File: config.mk
export PLATFORM = sky130hd
export DESIGN_NAME = add_share_arb
export DESIGN_NICKNAME = d
export VERILOG_FILES = /design/src/rtl/add_share_arb.sv
export SDC_FILE = /design/constraint.sdc
export NUM_CORES = 1
export LEC_CHECK = 0
export BUFFER_PORTS_ARGS = -buffer_cell sky130_fd_sc_hd__buf_2
export CORE_AREA = 2 2 125 127
export DETAILED_ROUTE_END_ITERATION = 6
export DIE_AREA = 0 0 127 129
export PLACE_DENSITY = 0.71
export RECOVER_POWER = 25
export SYNTH_ARGS = -nofsm -noshare
export SYNTH_HDL_FRONTEND = slang
export SYNTH_SLANG_ARGS = --single-unit
File: constraint.sdc
create_clock -name clk -period 9.1 [get_ports clk]
set_input_delay 1.365 -clock clk [delete_from_list [all_inputs] [get_ports clk]]
set_output_delay 1.365 -clock clk [all_outputs]
set_load 0.005 [all_outputs]
File: src/rtl/add_share_arb.sv
// add_share_arb: round-robin arbiter sharing one carry-extended adder among NUM_REQ requesters,
// with a one-entry registered result stage tagged by requester ID.
module add_share_arb #(
    parameter int NUM_REQ = 4,
    parameter int DATA_W  = 32,
    parameter int ID_W    = 2
) (
    input  logic                      clk,
    input  logic                      rst,
    input  logic [NUM_REQ-1:0]        req_valid,
    output logic [NUM_REQ-1:0]        req_ready,
    input  logic [NUM_REQ*DATA_W-1:0] req_op1,
    input  logic [NUM_REQ*DATA_W-1:0] req_op2,
    output logic                      rsp_valid,
    input  logic                      rsp_ready,
    output logic [DATA_W:0]           rsp_sum,
    output logic [ID_W-1:0]           rsp_id,
    output logic [15:0]               op_count
);
    logic [ID_W-1:0]    last, gnt_id, idx;
    logic [NUM_REQ-1:0] gnt;
    logic               found, slot_free, fire;
    logic [DATA_W-1:0]  op1_sel, op2_sel;

    // Scan starts just after the last accepted requester and wraps.
    always_comb begin
        gnt    = '0;
        gnt_id = '0;
        found  = 1'b0;
        idx    = '0;
        for (int k = 1; k <= NUM_REQ; k++) begin
            idx = ID_W'((int'(last) + k) % NUM_REQ);
            if (!found && req_valid[idx]) begin
                found    = 1'b1;
                gnt[idx] = 1'b1;
                gnt_id   = idx;
            end
        end
    end

    assign slot_free = !rsp_valid || rsp_ready;
    assign req_ready = gnt & {NUM_REQ{slot_free && !rst}};
    assign fire      = |(req_valid & req_ready);
    assign op1_sel   = req_op1[int'(gnt_id)*DATA_W +: DATA_W];
    assign op2_sel   = req_op2[int'(gnt_id)*DATA_W +: DATA_W];

    always_ff @(posedge clk or posedge rst) begin
        if (rst) begin
            rsp_valid <= 1'b0;
            rsp_sum   <= '0;
            rsp_id    <= '0;
            op_count  <= '0;
            last      <= ID_W'(NUM_REQ - 1);
        end else if (fire) begin
            rsp_sum   <= {1'b0, op1_sel} + {1'b0, op2_sel};
            rsp_id    <= gnt_id;
            rsp_valid <= 1'b1;
            last      <= gnt_id;
            op_count  <= op_count + 16'd1;
        end else if (rsp_ready) begin
            rsp_valid <= 1'b0;
        end
    end
endmodule
# Word-level counts from Yosys, hierarchy flattened
# Index checks and enable logic that the tools add are counted.
# word_totals
in_bits,263
register_bits,54
rom_bits,0
mem_count,0
elab_cells,71
latch_bits,0
ram_bits,0
# classes
eq_ne,0
n_div,0
add_sub_neg,6
bitwise_logic,5
n_mul,0
n_lt_le_gt_ge,8
shift,2
muxes,29
n_reduce_logical,16
# op_table
operator,count
$shiftx A128 B8 Y32,2
$add A32 B32 Y33,1
$add A16 B1 Y16 const B,1
$mux W4,4
$mux W1,13
$lt A2 B3 Y1 const B,4
$or A4 B4 Y4,3
$and A4 B4 Y4,2
$bmux W1 S2,4
$demux W1 S2,4
$ge A2 B1 Y1 const B,4
$logic_and A1 B1 Y1,8
$mux W2,4
$logic_not A1 Y1,5
$add A2 B1 Y2 const B,2
$add A2 B2 Y2 const B,2
$reduce_or A4 Y1,1
$reduce_bool A2 Y1,1
$logic_or A1 B1 Y1,1

# Depth between registers and ports, before layout
# Gate-level depths: netlist of run 1.
# depth
word_depth,17
ltp_mapped,19
ltp_nobuf,16

# Least setup slack after synthesis of run 1
# Ideal clock, no wire load.
# synth_timing
path_type,in2reg
from,input req_valid[3]
to,register rsp_sum[32]
arrival_ns,5.676
path_slack_ns,3.297
n_path_buf,3
path_stages,17
required_time_ns,8.973
cell_sequence,clkbuf_1 > or3b_1 > a211oi_1 > nor2_1 > a31oi_1 > buf_2 > buf_2 > mux4_2 > ha_1 > fa_1 > a211oi_1 > nor4_1 > o21ai_0 > a31oi_1 > o21a_1 > a221oi_1 > o31ai_1
# synth_between
elab_chain_cells,15
elab_cells_between_ends,34
# synth_rtl
element,line,text
"start, declared",10,"input logic [NUM_REQ-1:0] req_valid,"
branches (longest 15 deep; another with $bmux W1 S2),-,
"end signal, assigned",55,"rsp_sum <= {1'b0, op1_sel} + {1'b0, op2_sel};"
"end, declared",16,"output logic [DATA_W:0] rsp_sum,"
# Parallel ways; which one is timed is not known. The select of a mux whose other input is x is not followed.
# A chain may end at the register's enable or synchronous reset.

# Worst setup path after layout of run 1
# layout_timing
from,input req_valid[1]
to,register rsp_sum[31]
# Same word-level chain as after synthesis.

==> impl_metrics.csv, run 1 <==
group,metric,value,unit
placed_design,place_ws,2.39,ns
detailed_routing,wl_met2,9360,um
setup_path,cp_slowest_cell,"a31oi_4",
synth,synth_edf_count,0,
setup_path,worstPathCellList,"buf_2 -> or3b_1 -> a211oi_1 -> nor2_1 -> a31oi_4 -> buf_4 -> buf_4 -> mux4_2 -> ha_1 -> a21o_1 -> a21o_1 -> a21oi_1 -> o21a_1 -> o22ai_1 -> a2111o_1 -> o211ai_1",
die,initial_core_util,38.8,%
placed_design,placed_cells,1057,
die,core,15000,um^2
grt,grt_max_degree,88,
setup_path,end_kind,"register",
grt,grt_antenna_before_repair,4,
detailed_routing,firstDrtPassIters,5,
timing,hold_ws,0.461,ns
detailed_routing,routedWlPerCell,18.5,um
timing,maxSlewHeadroom,-97.8,%
clocking,cts_max_path_buffers,2,
grt,grt_pass1_vias,5747,
pwr,p_total,4.17,mW
detailed_routing,ant_nets,0,
outcome,outcome,"finished, violations left",
setup_path,slowest_delay,0.74,ns
clocking,path_clk_slew,0.08,ns
detailed_routing,viasPerCell,5.65,
timing,setup_viol,0,
die,die_w,127,um
cells_and_area,stdcell_count,1069,
grt,grt_pass1_wl,30600,um
cells_and_area,nFillCells,1425,
timing,worst_slack,2.71,ns
clocking,htreeDepth,2,
synth,syn-cell-area,5810,um^2
synth,yosysWarnings,0,
timing,maxSlewViolCount,57,
die,row_count,45,
setup_path,cp_data_required_time,9.32,ns
detailed_routing,drt_iter0_drc,369,
clocking,holdBufCountCts,0,
pwr,ir_drop,0.203,mV
cells_and_area,final_core_util,51.6,%
timing,timing.fmax,0.156,GHz
synth,seq_area_frac_synth,23.3,%
clocking,cts_resized,0,
setup_path,path_delay_family,"compound AO/OA/AOI/OAI gates",
cells_and_area,layout-drive-gt1-share,47.3,%
die,die_height,129,um
job,maxCapViolCount,1,
cells_and_area,synthToLayoutAreaGrowth,33.0,%
clocking,cts_tree,"built",
grt,globalRouteOverflowTotal,0,
placed_design,place_area,7570,um^2
synth,netlist_top_cells_count,"mux4_2 (67), nand2_1 (62), dfrtp_1 (52)",
timing,worst_slew_pin_slew,2.97,ns
clocking,numCtsBuffers,5,
detailed_routing,dr_total_vias,6036,
detailed_routing,drt-total-wl,19700,um
die,dieArea,16400,um^2
synth,async_flop_share,100,%
clocking,clock_latency,0.30,ns
synth,netlist_instances,575,
pwr,p_per_area,540,nW/um^2
setup_path,path_max_fanout,26,
timing,post-route-min-period,6.39,ns
die,boundaryPins,319,
cells_and_area,fin_nets,1180,
synth,yosys.area.top_type_share,26.0,%
timing,finalHoldViolations,0,
synth,synth.avg_cell_area,10.1,um^2
grt,grt_usage,23.7,%
setup_path,path_buf_inv,3,
synth,synth_area_leaders,"mux4_2 (26%), dfrtp_1 (22%), ha_1 (8.6%)",
timing,min_period_over_period,70.3,%
synth,synth_cell_types,50,
timing,final.setup.tns,0,ns
outcome,failed_checks,"max-capacitance violations, max-slew violations",
detailed_routing,wl_met1,8780,um
placed_design,io_buffer_count,318,
cells_and_area,design_area,7730,um^2
placed_design,place.gp.congestion,0.988,
synth,ys_ff_latch,54,
timing,final.setup_skew,0.00980,ns
setup_path,critPathLaunchType,"input pin",
detailed_routing,route.met3.wl,1200,um
detailed_routing,drc,0,
setup_path,cp.arrival,6.62,ns
clocking,cts_root_buffer,"clkbuf_16",
synth,synth.net_count,879,
synth,synth_top_area_cell,"mux4_2",
synth,synth.most_common_cell,"mux4_2",
clocking,clock_sinks,54,
pwr,total_leakage_power,3.73,nW
detailed_routing,routed.top_layer,"met4",
clocking,postCtsSetupRepairBufs,0,
setup_path,worstSetupPathType,"in2reg",
placed_design,dp_hpwl,16600,um
min_path,min_path_type,"reg2reg",
synth,synth_flop_cell,"dfrtp_1",
timing,grt_setup_unrepaired,"no",
[where the power goes]
group	internal [mW]	switching (mW)	total, mW
sequential	0.359	0.0779	0.437
combinational	1.59	1.95	3.53
clock	0.111	0.0923	0.203
total	2.06	2.12	4.17
[cells in the final DEF, fill, tap and decap left out, types with 6 or more instances in the layout]
master / Yosys / final
buf_4: 0 / 6
a21oi_1: 46 / 45
dfrtp_1: 52 / 52
nor3b_1: 6 / 6
nand3_1: 10 / 10
inv_1: 22 / 22
o31ai_1: 13 / 13
o21ai_0: 42 / 42
mux4_2: 67 / 67
xnor2_1: 13 / 13
buf_2: 14 / 318
xor2_1: 21 / 21
a21o_1: 18 / 18
nand4_1: 8 / 8
nor2_1: 19 / 19
nor3_1: 15 / 15
a31oi_1: 7 / 6
and3_1: 6 / 6
nand2_1: 62 / 62
ha_1: 40 / 40
[flip-flops by register name, indices dropped and copies added (netlist names)]
name       cells
rsp_valid      1
rsp_id         2
op_count      16
rsp_sum       33
last           2
[per-layer routing]
layer	up-vias	track usage (%)
met3	24	3.53
met5	-	0
met2	253	37.6
li1	2826	-
met1	2933	34.1
met4	0	6.66
[final cells by class]
class	count	area, um^2	share of cell area (%)
timing repair buffer	325	1640	21.2
tap	188	235	3.04
inverter	22	82.6	1.07
clock inverter	2	16.3	0.210
clock buffer	6	139	1.80
sequential	54	1350	17.5
antenna	4	10.0	0.130
multi-input combinational	468	4250	55.0
[worst paths after layout]
| check | start | end | slack (ns) | cells past startpoint |
|---|---|---|---|---|
| max in group asynchronous | rst | rsp_sum[8] | 5.23 | 3 |
| min in group asynchronous | rst | op_count[14] | 2.19 | 3 |
| worst max register to register | last[0] | rsp_sum[31] | 2.74 | 16 |
| worst min register to register | op_count[15] | op_count[15] | 0.46 | 1 |
| worst min-delay path | op_count[15] | op_count[15] | 0.46 | 1 |
| worst max-delay path | req_valid[1] | rsp_sum[31] | 2.71 | 16 |
[cells by family (layout without fill, tap and decap cells)]
| kind of cell | count (synthesis) | in the layout | share of synthesized area [%] |
|---|---|---|---|
| AOI/OAI and AO/OA | 161 | 161 | 17.3 |
| and+or+nand+nor | 158 | 158 | 14.1 |
| muxes | 74 | 74 | 27.3 |
| DFF | 54 | 54 | 23.3 |
| buffers and inverters | 53 | 355 | 3.98 |
| adders and majority gates | 41 | 41 | 8.96 |
| xor gates and xnor gates | 34 | 34 | 5.13 |
| other | 0 | 4 | 0 |
Power figures use the tool's default switching activity.
==> run 2, diff against run 1 <==
Settings changed: CORE_AREA 2 2 125 127 to 2 2 123 125, DIE_AREA 0 0 127 129 to 0 0 125 127, PLACE_DENSITY 0.71 to 0.73.
Clock period 9.1 ns to 6.2 ns, I/O delays scaled along.
==> impl_metrics.csv, run 2 (same netlist as run 1, synthesis figures left out) <==
group,metric,value,unit
min_path,min_path_cells,1,
grt,globalRouteOverflowTotal,0,
setup_path,reg2regPathDepth,15,
detailed_routing,drc,0,
clocking,path_clk_slew,0.06,ns
clocking,numCtsBuffers,5,
grt,grt_pass1_wl,31500,um
placed_design,io_buffer_count,318,
die,die_w,125,um
cells_and_area,largestRegisters,"rsp_sum: 33 flops, op_count: 16 flops",
clocking,clock_sinks,54,
timing,finalHoldViolations,0,
grt,grt_antenna_before_repair,2,
placed_design,place_ws,0.499,ns
die,boundaryPins,319,
timing,post-route-min-period,5.72,ns
die,die_height,127,um
die,row_count,44,
timing,setup_viol,0,
setup_path,end_kind,"register",
die,core,14400,um^2
cells_and_area,synthToLayoutAreaGrowth,33.1,%
timing,grt_setup_unrepaired,"no",
clocking,clock_latency,0.28,ns
detailed_routing,ant_nets,0,
setup_path,worstSetupPathType,"reg2reg",
placed_design,place.gp.congestion,1.02,
detailed_routing,dr_total_vias,6025,
clocking,cts_tree,"built",
setup_path,cp_data_required_time,6.34,ns
cells_and_area,layout_commonest_cell,"buf_2",
detailed_routing,drt-total-wl,20300,um
placed_design,dp_hpwl,17400,um
placed_design,placed_cells,1055,
setup_path,path_max_fanout,16,
pwr,p_per_area,800,nW/um^2
timing,timing.fmax,0.175,GHz
setup_path,critPathLaunchType,"register",
setup_path,slowest_delay,0.74,ns
cells_and_area,most-common-layout-cells,"buf_2 (318), mux4_2 (67), nand2_1 (62)",
timing,maxSlewViolCount,57,
timing,final.setup.tns,0,ns
setup_path,crit_path_frequent_cell,"mux4_2",
detailed_routing,viasPerCell,5.67,
cells_and_area,regMostFlops,"rsp_sum",
cells_and_area,fin_nets,1182,
detailed_routing,routedWlPerCell,19.0,um
grt,grt_usage,25.0,%
clocking,cts_max_path_buffers,2,
grt,grt_pass1_vias,5924,
pwr,p_total,6.19,mW
cells_and_area,nFillCells,1379,
setup_path,cp.arrival,5.86,ns
pwr,total_leakage_power,3.75,nW
cells_and_area,layout-drive-gt1-share,47.4,%
timing,worst_slack,0.481,ns
timing,min_period_over_period,92.2,%
timing,hold_ws,0.467,ns
pwr,ir_drop,0.439,mV
die,initial_core_util,40.3,%
timing,maxSlewHeadroom,-91.5,%
die,dieArea,15900,um^2
timing,worst_slew_pin_slew,2.87,ns
clocking,htreeDepth,2,
job,maxCapViolCount,1,
clocking,cts_root_buffer,"clkbuf_16",
timing,final.setup_skew,0.00258,ns
cells_and_area,largest_reg_flops,33,
setup_path,worstPathCellList,"inv_1 -> ha_1 -> mux4_2 -> nand2b_1 -> a31oi_4 -> buf_4 -> mux4_2 -> fa_1 -> a211oi_1 -> nor4_1 -> o21ai_0 -> a31oi_1 -> o21a_1 -> a221oi_1 -> o31ai_1",
clocking,postCtsSetupRepairBufs,0,
min_path,min_path_type,"reg2reg",
clocking,holdBufCountCts,0,
outcome,failed_checks,"max-capacitance violations, max-slew violations",
detailed_routing,firstDrtPassIters,5,
cells_and_area,stdcell_count,1063,
setup_path,cp_slowest_cell,"dfstp_2",
grt,grt_max_degree,88,
detailed_routing,drt_iter0_drc,530,
outcome,outcome,"finished, violations left",
clocking,cts_resized,0,
==> run 2: cell count changes in the layout (fill, tap and decap cells not counted), sizes merged <==
cell	previous run	this run
clkinv	0	2
diode	4	1
buf	324	326
clkinvlp	1	0
inv	23	22
clkbuf	7	6
==> run 2: final timing paths <==
check	startpoint	endpoint	slack, ns
worst max-delay path	last[0]	rsp_sum[32]	0.48
max in group asynchronous	rst	rsp_sum[3]	2.85
worst min register to register	op_count[15]	op_count[15]	0.47
worst max register to register	last[0]	rsp_sum[32]	0.48
min in group asynchronous	rst	op_count[15]	1.72
worst min-delay path	op_count[15]	op_count[15]	0.47
==> run 2: area by class of cell <==
cell class              instances  area, um^2  share of cell area [%]
multi-input cells             468        4250                    54.9
repair buffers                327        1680                    21.7
flip-flops and latches         54        1350                    17.5
well taps                     184         230                    2.98
clock buffers                   5         125                    1.62
inverters                      22        82.6                    1.07
clock inverters                 2        10.0                   0.129
diodes                          1        2.50                  0.0324
==> run 2: metal layers <==
layer / routed length, um / vias to the layer above / global-route usage [%]
met5: 13 / - / 0
li1: - / 2834 / -
met3: 1330 / 25 / 3.94
met4: 296 / 2 / 5.42
met1: 8830 / 2882 / 34.8
met2: 9780 / 282 / 41.5
==> run 2: where the power goes <==
part,internal [mW],switching (mW),total (mW)
combinational,2.37,2.91,5.28
sequential,0.528,0.118,0.646
clock,0.146,0.115,0.261
==> run 2: metrics by stage <==
step	utilization (%)	area (um^2)
finish	53.6	7730
global route	53.6	7730
global placement	52.7	7600
CTS	53.6	7740
floorplan	-	5810
detailed placement	52.7	7600
==> run 2: critical path, delay by kind of cell, from the launching register on <==
kind                     cells  cell delay, ns
AO/OA/AOI/OAI                7            1.96
adder cells (fa/ha/maj)      2            0.90
buffers and inverters        2            0.41
flip-flops                   1            0.74
multiplexers                 2            1.19
AND/OR/NAND/NOR              2            0.37
==> run 3, diff against run 2 <==
Settings changed: CORE_AREA 2 2 123 125 to 2 2 125 127, CTS_BUF_LIST set to sky130_fd_sc_hd__clkbuf_8, DIE_AREA 0 0 125 127 to 0 0 127 129, PLACE_DENSITY 0.73 to 0.71.
==> impl_metrics.csv, run 3 (same netlist as run 1, synthesis figures left out) <==
group,metric,value,unit
setup_path,end_kind,"register",
timing,setup_viol,0,
cells_and_area,seqCellArea,1350,um^2
timing,post-route-min-period,5.75,ns
placed_design,io_buffer_count,318,
placed_design,dp_hpwl,17200,um
clocking,clock_sinks,54,
detailed_routing,ant_nets,0,
grt,grt_pass1_wl,31100,um
die,die_height,129,um
detailed_routing,dr_total_vias,6021,
detailed_routing,drc,0,
grt,globalRouteOverflowTotal,0,
timing,min_period_over_period,92.7,%
setup_path,critPathCapture,"rsp_sum[32]",
detailed_routing,viasPerCell,5.63,
die,core,15000,um^2
die,initial_core_util,38.8,%
setup_path,startpoint,"last[0]",
grt,grt_max_degree,88,
pwr,p_per_area,795,nW/um^2
cells_and_area,regMostFlops,"rsp_sum",
clocking,clock_latency,0.31,ns
pwr,total_leakage_power,3.73,nW
setup_path,cp_data_required_time,6.37,ns
timing,timing.fmax,0.174,GHz
grt,grt_antenna_before_repair,2,
detailed_routing,drt-total-wl,20100,um
timing,worst_slew_pin_slew,2.98,ns
cells_and_area,layout_commonest_cell,"buf_2",
cells_and_area,fin_nets,1183,
setup_path,cp.arrival,5.92,ns
grt,grt_usage,24.2,%
detailed_routing,routedWlPerCell,18.8,um
min_path,hp-start,"rsp_sum[26]",
setup_path,r2r_start,"last[0]",
timing,grt_setup_unrepaired,"no",
cells_and_area,multi_input_area,4250,um^2
die,boundaryPins,319,
cells_and_area,layout-drive-gt1-share,47.5,%
setup_path,rrSetupSlack,0.45,ns
timing,final.setup.tns,0,ns
job,maxCapViolCount,1,
placed_design,place.gp.congestion,1.02,
timing,maxSlewViolCount,57,
die,row_count,45,
cells_and_area,synthToLayoutAreaGrowth,32.6,%
pwr,ir_drop,0.339,mV
min_path,min_path_type,"reg2reg",
cells_and_area,nFillCells,1469,
setup_path,worstSetupPathType,"reg2reg",
grt,grt_pass1_vias,5940,
die,die_w,127,um
clocking,cts_max_path_buffers,2,
clocking,cts_root_buffer,"clkbuf_8",
cells_and_area,largestRegisters,"rsp_sum: 33 flops, op_count: 16 flops",
setup_path,reg2regPathDepth,15,
clocking,htreeDepth,2,
timing,final.setup_skew,0.0105,ns
setup_path,path_max_fanout,16,
clocking,cts_resized,0,
outcome,failed_checks,"max-capacitance violations, max-slew violations",
clocking,holdBufCountCts,0,
timing,hold_ws,0.480,ns
timing,maxSlewHeadroom,-98.9,%
clocking,numCtsBuffers,5,
clocking,cts_tree,"built",
setup_path,critPathLaunchType,"register",
clocking,path_clk_slew,0.10,ns
timing,finalHoldViolations,0,
cells_and_area,most-common-layout-cells,"buf_2 (318), mux4_2 (67), nand2_1 (62)",
detailed_routing,drt_iter0_drc,365,
detailed_routing,firstDrtPassIters,5,
setup_path,reg2reg_to,"rsp_sum[32]",
die,dieArea,16400,um^2
clocking,postCtsSetupRepairBufs,0,
cells_and_area,largest_reg_flops,33,
outcome,outcome,"finished, violations left",
[run 3: cell count changes in the layout (fill, tap and decap cells not counted)]
cell,change
diode_2,+1
clkbuf_16,-5
clkinv_2,-2
clkbuf_8,+6
inv_6,+1
clkinvlp_4,+1
buf_12,-1
buf_4,+2
[run 3: critical path, cell delays in order (launching register included)]
cell and delay, ns:
dfstp_2 0.76, inv_1 0.17, ha_1 0.41, mux4_2 0.63, nand2b_1 0.22, a31oi_4 0.40
buf_4 0.29, mux4_2 0.52, ha_1 0.41, a21oi_1 0.25, o21ai_0 0.15, a221oi_1 0.42
a31oi_1 0.31, o21a_1 0.28, a221oi_1 0.29, o31ai_1 0.10
[run 3: area by class of cell]
| type | instances | area share [%] |
|---|---|---|
| timing repair buffer | 328 | 21.8 |
| sequential | 54 | 17.6 |
| tap | 188 | 3.05 |
| inverter | 22 | 1.07 |
| multi-input combinational | 468 | 55.2 |
| antenna | 2 | 0.0650 |
| clock buffer | 6 | 1.07 |
| clock inverter | 2 | 0.211 |
[run 3: power by group]
group          total, mW  switching (mW)  leakage [nW]  internal, mW
combinational       5.27            2.90          3.01          2.37
sequential         0.641           0.114         0.666         0.527
clock              0.215           0.122        0.0478        0.0923
[run 3: routing by layer]
layer  vias up  part of all wire [%]  global-route usage, %
met5         -                     0                      0
met4         0                   2.2                   6.98
met3        31                   7.2                   4.57
met2       266                    48                   39.7
met1      2886                    43                   32.9
li1       2838                     -                      -
[run 3: worst min-delay path by stage]
stage | slack, ns | depth (start not counted) | end
after floorplan | 0.46 | 1 | op_count[15]
after global placement | 0.45 | 1 | op_count[15]
after detailed placement | 0.46 | 2 | rsp_sum[26]
after CTS | 0.49 | 2 | rsp_sum[7]
after global routing | 0.51 | 2 | rsp_sum[7]
final | 0.48 | 2 | rsp_sum[26]
[run 3: through the flow]
step | total power, mW | instance area (um^2) | util (%) | setup WS [ns] | instances
finish | 6.12 | 7700 | 51.4 | 0.453 | 1070
global route | 6.71 | 7700 | 51.4 | 0.0148 | 1070
CTS | 6.11 | 7700 | 51.4 | 0.454 | 1068
detailed placement | 5.87 | 7600 | 50.8 | 0.462 | 1060
global placement | 5.82 | 7600 | 50.8 | 0.620 | 1060
floorplan | 4.59 | 5810 | - | 0.498 | 575
